### src/rtl/writeback_arbiter.sv
// rtl/writeback_arbiter.sv - writeback merge of ALU results and buffered load returns onto one register-file write port
//
// Ports:
//   clk, rst                        clock (rising edge), asynchronous active-low reset
//   alu_valid/alu_ready/alu_rd/alu_data   ALU result handshake, ALU has priority
//   ld_valid/ld_ready/ld_rd/ld_data       load return handshake into a DEPTH-entry FIFO
//   regwr/rd/rddata                 registered register-file write port (x0 never written)
//   ld_pending                      bit i set while any buffered load targets register i
//   fifo_count                      current load FIFO occupancy
module writeback_arbiter #(
    parameter int ADDRSIZE   = 5,
    parameter int WORDSIZE   = 64,
    parameter int DEPTH      = 4,
    parameter int STARVE_MAX = 8
) (
    input  logic                      clk,
    input  logic                      rst,
    input  logic                      alu_valid,
    output logic                      alu_ready,
    input  logic [ADDRSIZE-1:0]       alu_rd,
    input  logic [WORDSIZE-1:0]       alu_data,
    input  logic                      ld_valid,
    output logic                      ld_ready,
    input  logic [ADDRSIZE-1:0]       ld_rd,
    input  logic [WORDSIZE-1:0]       ld_data,
    output logic                      regwr,
    output logic [ADDRSIZE-1:0]       rd,
    output logic [WORDSIZE-1:0]       rddata,
    output logic [(1<<ADDRSIZE)-1:0]  ld_pending,
    output logic [$clog2(DEPTH):0]    fifo_count
);

    localparam int PW = $clog2(DEPTH);
    localparam int CW = PW + 1;
    localparam int SW = $clog2(STARVE_MAX + 1);

    // Load FIFO storage; contents need no reset since validity comes from the pointers.
    logic [ADDRSIZE-1:0] mem_rd_q   [DEPTH];
    logic [ADDRSIZE-1:0] mem_rd_d   [DEPTH];
    logic [WORDSIZE-1:0] mem_data_q [DEPTH];
    logic [WORDSIZE-1:0] mem_data_d [DEPTH];

    logic [PW-1:0]       wr_ptr_q, wr_ptr_d;
    logic [PW-1:0]       rd_ptr_q, rd_ptr_d;
    logic [CW-1:0]       count_q, count_d;
    logic [SW-1:0]       starve_q, starve_d;
    logic                force_q, force_d;
    logic                regwr_q, regwr_d;
    logic [ADDRSIZE-1:0] rd_q, rd_d;
    logic [WORDSIZE-1:0] rddata_q, rddata_d;

    logic                empty, full, enq, grant_alu, grant_fifo;
    logic [ADDRSIZE-1:0] head_rd;
    logic [WORDSIZE-1:0] head_data;
    logic [PW-1:0]       slot_off;

    always_comb begin
        empty      = (count_q == '0);
        full       = (count_q == CW'(DEPTH));
        head_rd    = mem_rd_q[rd_ptr_q];
        head_data  = mem_data_q[rd_ptr_q];

        // A forced cycle always has a non-empty FIFO: only a FIFO grant can drain it.
        grant_fifo = !empty && (force_q || !alu_valid);
        grant_alu  = !force_q && alu_valid;
        alu_ready  = !force_q;
        ld_ready   = !full;
        enq        = ld_valid && !full;

        mem_rd_d   = mem_rd_q;
        mem_data_d = mem_data_q;
        wr_ptr_d   = wr_ptr_q;
        rd_ptr_d   = rd_ptr_q;
        count_d    = count_q;
        starve_d   = starve_q;
        force_d    = 1'b0;
        regwr_d    = 1'b0;
        rd_d       = rd_q;
        rddata_d   = rddata_q;

        if (enq) begin
            mem_rd_d[wr_ptr_q]   = ld_rd;
            mem_data_d[wr_ptr_q] = ld_data;
            wr_ptr_d             = wr_ptr_q + PW'(1);
        end
        if (grant_fifo) begin
            rd_ptr_d = rd_ptr_q + PW'(1);
        end
        if (enq && !grant_fifo) begin
            count_d = count_q + CW'(1);
        end else if (!enq && grant_fifo) begin
            count_d = count_q - CW'(1);
        end

        if (grant_alu) begin
            regwr_d  = (alu_rd != '0);
            rd_d     = alu_rd;
            rddata_d = alu_data;
        end else if (grant_fifo) begin
            regwr_d  = (head_rd != '0);
            rd_d     = head_rd;
            rddata_d = head_data;
        end

        // Count consecutive ALU wins over a waiting load; the win that reaches
        // STARVE_MAX arms a one-cycle force instead of storing the count.
        if (empty || grant_fifo) begin
            starve_d = '0;
        end else if (grant_alu) begin
            if (starve_q == SW'(STARVE_MAX - 1)) begin
                force_d  = 1'b1;
                starve_d = '0;
            end else begin
                starve_d = starve_q + SW'(1);
            end
        end
    end

    // Slot i is live when its distance from the read pointer is below the occupancy.
    always_comb begin
        ld_pending = '0;
        slot_off   = '0;
        for (int i = 0; i < DEPTH; i++) begin
            slot_off = PW'(i) - rd_ptr_q;
            if ({1'b0, slot_off} < count_q) begin
                ld_pending[mem_rd_q[i]] = 1'b1;
            end
        end
        ld_pending[0] = 1'b0;
    end

    always_ff @(posedge clk) begin
        mem_rd_q   <= mem_rd_d;
        mem_data_q <= mem_data_d;
    end

    always_ff @(posedge clk or negedge rst) begin
        if (!rst) begin
            wr_ptr_q <= '0;
            rd_ptr_q <= '0;
            count_q  <= '0;
            starve_q <= '0;
            force_q  <= 1'b0;
            regwr_q  <= 1'b0;
            rd_q     <= '0;
            rddata_q <= '0;
        end else begin
            wr_ptr_q <= wr_ptr_d;
            rd_ptr_q <= rd_ptr_d;
            count_q  <= count_d;
            starve_q <= starve_d;
            force_q  <= force_d;
            regwr_q  <= regwr_d;
            rd_q     <= rd_d;
            rddata_q <= rddata_d;
        end
    end

    assign regwr      = regwr_q;
    assign rd         = rd_q;
    assign rddata     = rddata_q;
    assign fifo_count = count_q;

endmodule

### config.mk
export PLATFORM = sky130hd
export DESIGN_NAME = writeback_arbiter
export DESIGN_NICKNAME = d
export VERILOG_FILES = /design/src/rtl/writeback_arbiter.sv
export SDC_FILE = /design/constraint.sdc
export NUM_CORES = 1
export LEC_CHECK = 0
export CORE_MARGIN = 1
export CORE_UTILIZATION = 45
export DETAILED_ROUTE_END_ITERATION = 7
export PLACE_DENSITY = 0.79
export SLEW_MARGIN = 20
export SYNTH_ARGS = -nofsm -noshare
export SYNTH_HDL_FRONTEND = slang
export SYNTH_SLANG_ARGS = --single-unit
### constraint.sdc
create_clock -name clk -period 2.52 [get_ports clk]
set_input_delay 0.378 -clock clk [delete_from_list [all_inputs] [get_ports clk]]
set_output_delay 0.378 -clock clk [all_outputs]
set_load 0.1 [all_outputs]
==> results.py, run 1 <==
metrics = {
    "run_status": {
        "status": "finished with violations",
        "violations": "setup timing",
    },
    "logic_synthesis": {
        "async_flop_share_pct": 22.9,
        "synth.top_cell.area_share_pct": 55.4,
        "yosysUniqueCellTypes": 43,
        "synth.ff_latch_count": 358,
        "synth_common_cells": "276 x edfxtp_1, 103 x nand2_1, 82 x dfrtp_1",
        "synth_edf_count": 276,
        "ys.warnings.count": 0,
        "synthFlopType": "edfxtp_1",
        "netlist_instances": 926,
        "yosys-top-cells-area": "edfxtp_1 55%, dfrtp_1 14%, mux4_2 10%, mux2i_1 4.6%, nand2_1 2.6%",
        "synth_top_area_cell": "edfxtp_1",
        "ys_seq_area_share_pct": 69.1,
        "syn_nets": 1079,
        "synth.most_common_cell": "edfxtp_1",
        "syn_area_sq_um": 15000,
        "syn_area_per_cell_sq_um": 16.2,
    },
    "critical_path": {
        "slowest_stage": "dfrtp_4",
        "critPathKind": "reg -> out",
        "critical_path.cell_chain": "xnor2_2 -> ha_1 -> a21oi_4 -> o21bai_1 -> buf_4 -> buf_12 -> nor2_4 -> a221o_4 -> buf_12",
        "reg2reg_to": "regwr",
        "crit_buf_inv": 3,
        "slowest_delay_ns": 0.50,
        "critPathMostFrequentCell": "buf_12",
        "cp-end-kind": "primary output",
        "r2r_cells": 6,
        "required_ns": 2.14,
        "crit_family": "compound AO/OA/AOI/OAI gates",
        "worstPathMaxFanout": 5,
        "reg2reg_slack_ns": 0.13,
        "crit_path_start_kind": "flop",
        "r2r_start": "rd_ptr_q[0]",
        "arrival_ns": 2.70,
    },
    "finish": {
        "instances_no_fill": 1708,
        "fin_nets": 1387,
        "drive_gt1_share_pct": 32.4,
        "area_growth_pct": 38.5,
        "fillerInstances": 2314,
    },
    "grt": {
        "use_met2_pct": 37.8,
        "grt_pass1_wl_um": 58500,
        "grt_busiest_layer": "met2",
        "grt-ovfl-total": 0,
        "globalRouteMet3Util_pct": 5.35,
        "grt_use_met1_pct": 30.1,
        "grt_max_degree": 72,
        "grt_pass1_vias": 9800,
        "grt_usage_pct": 23.0,
        "antenna_found_initial": 2,
    },
    "detailed_routing": {
        "vias": 9448,
        "drtAntennaViolNets": 0,
        "routed_via_density": 5.53,
        "route.final.wire_length_um": 38200,
        "drt_iter0_drc": 749,
        "firstDrtPassIters": 5,
        "route.detailed.drc": 0,
        "routedWlPerCell_um": 22.3,
    },
    "worst_hold_path": {
        "min_path_cells": 3,
        "min_path_type": "in -> reg",
        "hold_end": "rddata[46]",
        "worstHoldStart": "alu_data[46]",
    },
    "timing": {
        "worst_pin_slew_ns": 0.907,
        "grt_setup_unrepaired": "true",
        "finalHoldViolCount": 0,
        "worst_clock_skew_ns": 0.0270,
        "holdWs_ns": 0.398,
        "min_period_ns": 3.08,
        "maxSlewViolCount": 0,
        "fin_ws_ns": -0.558,
        "setup_violations": 31,
        "slew_headroom_pct": 39.4,
        "period_share_pct": 122,
        "max_freq_mhz": 325,
    },
    "clock_tree": {
        "insertion_delay_ns": 0.53,
        "cts-root-buf": "clkbuf_16",
        "cts_tree": "yes",
        "cts.clk_slew.worst_paths_ns": 0.06,
        "cts.sinks": 358,
        "htreeDepth": 2,
        "clockBufferDepth": 3,
        "cts_buffers": 38,
    },
    "die": {
        "die_area_sq_um": 34000,
        "chipWidth_um": 184,
        "start_util_pct": 45.9,
        "num_rows": 66,
        "core_area_sq_um": 32600,
        "die_h_um": 184,
        "io_pins": 249,
    },
    "placed_design": {
        "numPortBuffers": 247,
        "placed_cells": 1626,
        "gp_congestion": 1.02,
        "dp_slack_ns": -0.154,
        "hpwl_um": 26100,
    },
    "power_and_ir_drop": {
        "power.total_w": 0.0267,
        "peakVddDrop_uv": 1000,
        "p_per_area_nw_per_um2": 1290,
        "p_leak_nw": 7.81,
    },
    "run": {
        "drv_cap": 0,
    },
}
==> cell usage in the layout (no fill, tap or decap), drive strengths merged, types with 5 or more instances in the layout <==
cell / instances
nor3: 7
o32ai: 5
o21ai: 74
nor2b: 19
nand2: 103
mux4: 69
nand2b: 10
xnor2: 5
nor2: 25
nand3: 15
edfxtp: 276
ha: 10
and3: 8
o22ai: 22
mux2i: 69
clkinv: 13
clkdlybuf4s50: 140
a221o: 25
buf: 177
clkbuf: 50
inv: 17
dfrtp: 82
==> worst max path at each step <==
stage | start | endpoint | slack (ns) | cells past startpoint
after global routing | fifo_count[1] | ld_pending[2] | -0.63 | 8
after detailed placement | rd_ptr_q[1] | ld_pending[10] | -0.15 | 8
after floorplan | fifo_count[1] | ld_pending[2] | -0.31 | 7
after global placement | rd_ptr_q[1] | ld_pending[10] | -0.1 | 8
final | rd_ptr_q[1] | ld_pending[13] | -0.56 | 9
after CTS | rd_ptr_q[1] | ld_pending[2] | -0.53 | 8
==> layout make-up <==
class / instances / area (sq um) / area share, %
sequential: 358 / 10400 / 50.0
antenna: 2 / 5.00 / 0.0242
inverter: 13 / 53.8 / 0.260
clock inverter: 20 / 208 / 1.00
timing repair buffer: 318 / 3340 / 16.1
multi-input combinational: 505 / 5150 / 24.9
clock buffer: 50 / 1050 / 5.05
tap: 442 / 553 / 2.67
==> sequential cells by signal, summed over array words and instances (netlist names) <==
name and cells:
wr_ptr_q 2, regwr 1, rd_ptr_q 2, rd 5, force_q 1, rddata 64, fifo_count 3, mem_data_q 256
mem_rd_q 20, starve_q 4
==> layer usage <==
metal,part of all wire [%],vias to the layer above
met5,0.060,-
met4,3.5,4
met3,6.5,78
met2,49,342
met1,41,4774
li1,-,4250
==> worst register-to-register path, cell delays in order (launching register included) <==
cell     delay [ns]
dfrtp_4        0.42
buf_4          0.14
buf_6          0.30
mux4_2         0.63
or4_1          0.54
o21ai_1        0.18
nand2_1        0.07
==> kinds of logic after synthesis <==
logic type      Yosys count  share of synthesized area, %
compound gates          149                          6.54
xor+xnor                  8                         0.468
fa+ha+maj                11                         0.970
buf+inv                  63                          1.85
flops                   358                          69.1
mux                     139                          15.1
other cells               1                        0.0251
simple gates            197                          5.93
==> stage by stage <==
step,utilization (%),TNS (ns),instance area (sq um)
global route,63.5,-17.59,20700
finish,63.5,-15.18,20700
CTS,62.9,-15.27,20500
global placement,58.4,-0.409,19100
detailed placement,58.4,-0.792,19100
floorplan,-,-5.09,15600
==> power by group <==
part           internal, W  leakage (nW)  switching [W]
Clock              0.00327         0.622        0.00223
Sequential         0.00786          3.51       0.000618
Combinational      0.00447          3.67        0.00826
Total               0.0156          7.81         0.0111
==> timing repair <==
item | in CTS | in global routing
hold endpoints to repair | 40 | 0
endpoints found under the setup margin | 31 | 51
gates resized for setup | 31 | 31
cloned | 1 | 0
buffers inserted | 5 | 4
hold buffers | 1 | 0
pin swaps | 18 | 15
No activity file was read; power rests on OpenSTA's default activity.
==> inputs of run 2 (changes only) <==
--- a/config.mk
+++ b/config.mk
@@ -5,10 +5,12 @@
 export SDC_FILE = /design/constraint.sdc
 export NUM_CORES = 1
 export LEC_CHECK = 0
+export ABC_AREA = 1
 export CORE_MARGIN = 1
 export CORE_UTILIZATION = 45
 export DETAILED_ROUTE_END_ITERATION = 7
 export PLACE_DENSITY = 0.79
+export RECOVER_POWER = 100
 export SLEW_MARGIN = 20
 export SYNTH_ARGS = -nofsm -noshare
 export SYNTH_HDL_FRONTEND = slang
==> constraint.sdc (replaced) <==
create_clock -name clk -period 2.52 [get_ports clk]
set_input_delay 0.378 -clock clk [delete_from_list [all_inputs] [get_ports clk]]
set_output_delay 0.378 -clock clk [all_outputs]
set_load 0.005 [all_outputs]
==> results.py, run 2 <==
metrics = {
    "logic_synthesis": {
        "yosysUniqueCellTypes": 32,
        "synth_common_cells": "440 x nand2_1, 276 x edfxtp_1, 94 x nor2_1",
        "syn_area_per_cell_sq_um": 11.0,
        "synth.most_common_cell": "nand2_1",
        "async_flop_share_pct": 22.9,
        "yosys-top-cells-area": "edfxtp_1 55%, dfrtp_1 14%, nand2_1 11%, nand4_1 3.0%, nor2_1 2.3%",
        "synth.ff_latch_count": 358,
        "syn_nets": 1521,
        "ys_seq_area_share_pct": 68.8,
        "synth_edf_count": 276,
        "synth.top_cell.area_share_pct": 55.2,
        "ys.warnings.count": 0,
        "synth_top_area_cell": "edfxtp_1",
        "netlist_instances": 1368,
        "syn_area_sq_um": 15000,
        "synthFlopType": "edfxtp_1",
    },
    "grt": {
        "grt_pass1_wl_um": 63400,
        "grt-ovfl-total": 0,
        "grt_max_degree": 70,
        "antenna_found_initial": 10,
        "grt_usage_pct": 24.4,
        "grt_pass1_vias": 11700,
    },
    "timing": {
        "period_share_pct": 105,
        "fin_ws_ns": -0.127,
        "min_period_ns": 2.65,
        "maxSlewViolCount": 0,
        "finalHoldViolCount": 0,
        "tns_ns": -2.14,
        "slew_headroom_pct": 0.0746,
        "max_freq_mhz": 378,
        "worst_clock_skew_ns": 0.0227,
        "setup_violations": 31,
        "holdWs_ns": 0.464,
        "grt_setup_unrepaired": "true",
        "worst_pin_slew_ns": 1.50,
    },
    "finish": {
        "regMostFlops": "mem_data_q",
        "fin_nets": 1829,
        "area_growth_pct": 32.5,
        "drive_gt1_share_pct": 15.8,
        "largest_register_ffs": 256,
        "layout_commonest_cell": "nand2_1",
        "layout_common_cells": "412 x nand2_1, 276 x edfxtp_1, 144 x dlygate4sd3_1, 80 x dfrtp_1, 78 x nor2_1",
        "fillerInstances": 2546,
    },
    "detailed_routing": {
        "routed_via_density": 5.39,
        "routedWlPerCell_um": 19.1,
        "route.final.wire_length_um": 41200,
        "drtAntennaViolNets": 0,
        "drt_iter0_drc": 1068,
        "firstDrtPassIters": 6,
        "vias": 11600,
        "route.detailed.drc": 0,
    },
    "clock_tree": {
        "cts_buffers": 37,
        "cts-root-buf": "clkbuf_16",
        "insertion_delay_ns": 0.52,
        "cts.clk_slew.worst_paths_ns": 0.06,
        "cts.sinks": 358,
        "htreeDepth": 2,
        "clockBufferDepth": 3,
        "cts_tree": "yes",
    },
    "die": {
        "num_rows": 66,
        "die_area_sq_um": 34100,
        "die_h_um": 185,
        "io_pins": 249,
        "start_util_pct": 45.9,
        "core_area_sq_um": 32700,
        "chipWidth_um": 185,
    },
    "run_status": {
        "status": "finished with violations",
        "violations": "capacitance limit, setup timing",
    },
    "worst_hold_path": {
        "min_path_type": "reg -> reg",
    },
    "critical_path": {
        "slowest_delay_ns": 0.45,
        "critical_path.cell_chain": "buf_6 -> inv_4 -> ha_4 -> nor2_1 -> nand2_1 -> nand2_4 -> buf_6 -> nor2_4 -> a22oi_1 -> nand2_1 -> buf_2",
        "cp-end-kind": "primary output",
        "crit_path_start_kind": "flop",
        "slowest_stage": "dfrtp_2",
        "arrival_ns": 2.27,
        "required_ns": 2.14,
        "worstPathMaxFanout": 6,
        "critPathKind": "reg -> out",
    },
    "power_and_ir_drop": {
        "p_per_area_nw_per_um2": 1080,
        "peakVddDrop_uv": 663,
        "p_leak_nw": 7.57,
    },
    "placed_design": {
        "numPortBuffers": 247,
        "gp_congestion": 0.911,
        "hpwl_um": 26600,
    },
    "run": {
        "drv_cap": 1,
    },
}
run 2: cell types whose count changed in the layout (fill, tap and decap cells not counted), moves of 30 or more:
cell / delta
inv_1: +41
mux2i_1: -69
nand2_1: +311
dlygate4sd3_1: +143
clkdlybuf4s50_1: -68
mux4_2: -69
buf_2: +30
a22oi_1: +35
buf_12: -38
buf_4: -82
nor2_1: +65
nand4_1: +71
nand3_1: +50
run 2: critical path: cells and delay by family (launching register included):
| kind | cells | cell delay [ns] |
|---|---|---|
| buffers and inverters | 4 | 0.46 |
| AO/OA/AOI/OAI | 1 | 0.19 |
| AND/OR/NAND/NOR | 5 | 0.48 |
| adder cells (fa/ha/maj) | 1 | 0.19 |
| flip-flops | 1 | 0.45 |
run 2: cell type report:
| type | count | area (sq um) | area share, % |
|---|---|---|---|
| clock inverters | 16 | 135 | 0.679 |
| inverters | 59 | 224 | 1.13 |
| multi-input cells | 891 | 4520 | 22.7 |
| diodes | 9 | 22.5 | 0.113 |
| flip-flops and latches | 358 | 10300 | 52.0 |
| clock buffers | 52 | 1050 | 5.29 |
| well taps | 442 | 553 | 2.78 |
| repair buffers | 329 | 3050 | 15.3 |
run 2: worst paths after layout:
path,from,endpoint,slack (ns),cells after the start
max in group asynchronous,rst,rd_ptr_q[1],0.27,3
worst max register to register,force_q,rddata[33],0.06,6
worst min-delay path,starve_q[0],starve_q[0],0.46,1
min in group asynchronous,rst,rddata[28],0.73,2
worst min register to register,starve_q[0],starve_q[0],0.46,1
worst max-delay path,rd_ptr_q[1],ld_pending[9],-0.13,11
run 2: stage by stage:
step	instances	instance area [sq um]	power [W]	setup slack [ns]	utilization, %
2_1_floorplan	1368	15000	0.0122	-0.521	-
3_3_place_gp	2065	18500	0.0158	-0.0818	56.5
3_5_place_dp	2065	18500	0.0160	-0.0963	56.5
4_1_cts	2147	19900	0.0217	-0.171	60.7
5_1_grt	2149	19900	0.0226	-0.223	60.8
6_report	2156	19900	0.0215	-0.127	60.9
run 2: what timing repair did:
action	4_1_cts	5_1_grt
buffers inserted	16	6
hold endpoints to repair	24	0
setup endpoints to repair	31	31
gates resized for setup	181	52
hold buffers	1	0
pin swaps	46	34
run 2: layer usage:
metal,GRT usage (%),routed length (um),vias to the layer above
li1,-,-,5389
met1,31.4,17100,5672
met2,41.3,20100,475
met3,5.10,3010,83
met4,7.70,947,8
met5,0,48,-
run 2: cells by family after synthesis:
kind of cell / count (synthesis) / synth area share, %
xor+xnor: 5 / 0.292
compound gates: 151 / 5.76
flops: 358 / 68.8
other cells: 1 / 0.0250
simple gates: 723 / 20.7
fa+ha+maj: 11 / 0.966
buf+inv: 119 / 3.45
run 2: power by group:
part	internal (W)	switching, W
combinational	0.00306	0.00463
sequential	0.00795	0.000611
clock	0.00305	0.00221
total	0.0141	0.00745
==> variant 1: new RTL, settings of run 2 <==
`STARVE_MAX`: 8 -> 16.
--- a/src/rtl/writeback_arbiter.sv
+++ b/src/rtl/writeback_arbiter.sv
@@ -11,7 +11,7 @@
     parameter int ADDRSIZE   = 5,
     parameter int WORDSIZE   = 64,
     parameter int DEPTH      = 4,
-    parameter int STARVE_MAX = 8
+    parameter int STARVE_MAX = 16
 ) (
     input  logic                      clk,
     input  logic                      rst,
Behaviour: same outputs for any inputs over 4 cycles, from zero or initial values and one cycle with rst low; that may be too few to reach the edited logic, so the function may still have changed.
==> variant 1 against run 2 <==
- the run ends with negative setup slack left
- sequential cell count increased by 1
- count of clock-buffer cells in the layout is 3 higher
- design area increased by 0.72%
- clock skew down 0.0037 ns
- area after synthesis rose by 0.59%
- setup slack worse by 0.10 ns
- total power rose by 2.5%
- wire length shrank 2.2%
==> variant 1: results (changes against run 2) <==
* Layout Nets at 1849 (+1.1%)
* Worst setup margin at -0.229 ns (-0.102 ns)
* Largest net degree at the start of global routing at 72 (+2.9%)
* Initial antenna violation count at 11 (+1)
* FFs w/ async S/R, synth at 0.231 (+0.00215)
* Top cells by area, synth: edfxtp_1 (55%), dfrtp_1 (14%), nand2_1 (11%)
* Reg power frac at 0.390 (-0.008)
* Sw Ratio at 0.341 (-0.00502)
* Net Sw Power at 0.00753 W (+1.0%)
* DR iter-0 viols at 815 (-24%)
* Status: finished, violations left
* Drt total wl at 40.3 mm (-2.2%)
* Flop2flop setup slack at 0.23 ns (+0.17 ns)
* GP Congestion at 0.927 (+1.7%)
* GRT Overall Usage at 0.236 (-0.00863)
* Lkg Pwr at 7.64 nW (+0.87%)
* Dpl cells at 2069 (+0.19%)
* WHS at 0.459 ns (-0.00563 ns)
* First-pass GRT wire length at 61.8 mm (-2.5%)
* Clock power share at 0.238 (-0.006)
* Least-Margin Pin Slew at 1.13 ns (-0.371 ns)
* Setup WS pre-CTS at -0.0759 ns (+0.0204 ns)
* Share of layout cells above drive strength 1 at 0.144 (-0.0141)
* WL met2 at 19.7 mm (-1.7%)
* Failing checks: negative setup slack
* Setup Viol. Count Final at 31 (unchanged)
* R2R depth at 10 (+4)
[variant 1: worst max-delay path, delay by kind of cell (launching register included)]
family | cells | cell delay [ns]
adders and majority gates | 1 | 0.27
and+or+nand+nor | 6 | 0.41
buffers and inverters | 6 | 0.64
AOI/OAI and AO/OA | 1 | 0.11
DFF | 1 | 0.44
[variant 1: final cells by class]
class,count,area (µm²)
diodes,7,17.5
clock buffers,55,1040
clock inverters,15,159
fillers,2575,12700
inverters,62,240
multi-input cells,897,4470
flip-flops and latches,359,10400
well taps,442,553
repair buffers,338,3190
[variant 1: cells by family (layout without fill, tap and decap cells)]
logic type	count (synthesis)	after routing	share of synthesized area
other	1	8	0.000248
DFF	359	359	0.686
xor gates and xnor gates	5	5	0.00290
adders and majority gates	11	11	0.00961
and+or+nand+nor	689	689	0.193
AOI/OAI and AO/OA	191	191	0.0729
buffers and inverters	124	470	0.0358
[variant 1: path summary, 6_finish.rpt]
| kind | start | endpoint |
|---|---|---|
| worst min register to register | starve_q[0] | starve_q[0] |
| min in group asynchronous | rst | rddata[47] |
| max in group asynchronous | rst | rd_ptr_q[0] |
| worst max register to register | fifo_count[0] | fifo_count[2] |
| worst max-delay path | rd_ptr_q[0] | ld_pending[23] |
| worst min-delay path | starve_q[0] | starve_q[0] |
[variant 1: timing repair]
action / CTS / global route
gates resized for setup: 172 / 39
endpoints found under the setup margin: 31 / 31
hold buffers: 1 / 0
cloned: 1 / 0
endpoints found under the hold margin: 39 / 0
setup buffers: 26 / 5
pin swaps: 23 / 14
[variant 1: layer usage]
layer / up-vias / global-route usage
met5: - / 0
met4: 4 / 0.0707
met2: 442 / 0.397
li1: 5439 / -
met3: 75 / 0.0417
met1: 5589 / 0.310
==> variant 2: new RTL, flow settings as in run 2 <==
Made on the original files. Register the output `fifo_count` once more, without a reset; this adds one clock of latency there. The other outputs are not delayed to match.
--- a/src/rtl/writeback_arbiter.sv
+++ b/src/rtl/writeback_arbiter.sv
@@ -159,7 +159,9 @@
     assign regwr      = regwr_q;
     assign rd         = rd_q;
     assign rddata     = rddata_q;
-    assign fifo_count = count_q;
+    always_ff @(posedge clk) begin
+        fifo_count <= count_q;
+    end
 
 endmodule
 
Formal check against the unedited RTL: not equivalent (Yosys sat finds a counterexample within 4 cycles, from zero or initial values and one cycle with rst low).
==> variant 2 against run 2 <==
- the flow finishes with violations (design-rule violations, negative setup slack)
- area after synthesis up 0.45%
- final cell count down 0.28%
- sequential cell count up 3
- largest cell class unchanged
- synthesized cell count shrank 0.51%
- non-clock buffer count up 4
- total power increased by 2.3%
- maximum frequency shrank 2.0%
- design area is 0.70% higher
- die area increased by 0.44%
- clock power is 9.9% higher
- wire length up 1.0%
- setup slack worse by 0.055 ns
- clock skew shrank 0.0075 ns
==> variant 2: results (changes against run 2) <==
* Lkg Pwr at 7.67 nW (+1.2%)
* WL met2 at 20.3 mm (+1.3%)
* Synthesized area per cell at 11.1 µm² (+0.97%)
* Layout Nets at 1827 (-0.11%)
* Failing checks: design-rule violations, negative setup slack
* Met3 wire length at 2.95 mm (-2.1%)
* Routed len/inst at 19.3 µm (+1.3%)
* Least-Margin Pin Slew at 1.47 ns (-0.0287 ns)
* Met3 Use GR at 0.0507 (-0.000251)
* Via Count at 11.6k (-0.59%)
* PD cells at 1100 nW/µm² (+1.6%)
* Setup TNS at -3.38 ns (-1.24 ns)
* M2 GR Usage at 0.424 (+0.0111)
* Vias in the first global route at 11.5k (-1.4%)
* Synth cell count leaders: nand2_1 (418), edfxtp_1 (276), nor2_1 (91)
* DR iter-0 viols at 820 (-23%)
* Post-CTS resize count at 174 (-3.9%)
* Min-Delay Endpoint: rddata[59]
* Critical path endpoint: ld_pending[3]
* Worst-path fanout max at 5 (-1)
* Setup Viol. Count Final at 31 (unchanged)
* Seq/Total Area, Yosys at 0.689 (+0.000898)
* Postcts setup bufs at 20 (+4)
* Pre-antenna DRT Iters at 8 (+2)
* Top cells by area, synth: edfxtp_1 (55%), dfrtp_1 (14%), nand2_1 (10%)
* Placement-stage cell area at 18400 µm² (-0.27%)
* GP Congestion at 0.933 (+2.4%)
* Clock power share at 0.263 (+0.019)
* Worst setup margin at -0.183 ns (-0.0554 ns)
* Flop2flop setup slack at 0.12 ns (+0.06 ns)
* M1 WL at 17.4 mm (+2.0%)
* WHS Path Cells at 2 (+1)
* DRC viols at 17 (+17)
* CP arrival at 2.32 ns (+0.05 ns)
* FILL cells at 2623 (+3.0%)
* Min-delay src: rddata[59]
* Status: finished, violations left
* Mapped Nets at 1514 (-0.46%)
* FFs w/ async S/R, synth at 0.227 (-0.00190)
* Post-synth cell types at 35 (+9.4%)
[variant 2: cell count changes after synthesis, moves of 3 or more]
cell	run 2	this run
nand2_1	440	418
a22oi_1	39	48
clkbuf_1	16	19
o21ai_1	48	45
nand2_2	1	4
or2_2	17	20
nor2_1	94	91
dfxtp_1	0	3
buf_2	33	28
nand4_1	72	68
nand3_1	67	73
[variant 2: layout make-up]
type,instances,area (µm²),area share
Timing Repair Buffer,333,3010,0.150
Sequential cell,361,10400,0.519
Inverter,58,223,0.0111
Clock inverter,21,259,0.0129
Clock buffer,48,1050,0.0524
Multi-Input combinational cell,882,4530,0.226
Antenna cell,5,12.5,0.000624
Tap cell,442,553,0.0276
[variant 2: cell families (layout without fill, tap and decap cells)]
logic type	count (synthesis)	in the layout	share of synthesized area
and+or+nand+nor	706	707	0.202
DFF	361	361	0.689
AOI/OAI and AO/OA	158	158	0.0610
buffers and inverters	119	460	0.0351
adders and majority gates	11	11	0.00962
xor gates and xnor gates	5	5	0.00290
other	1	6	0.000249
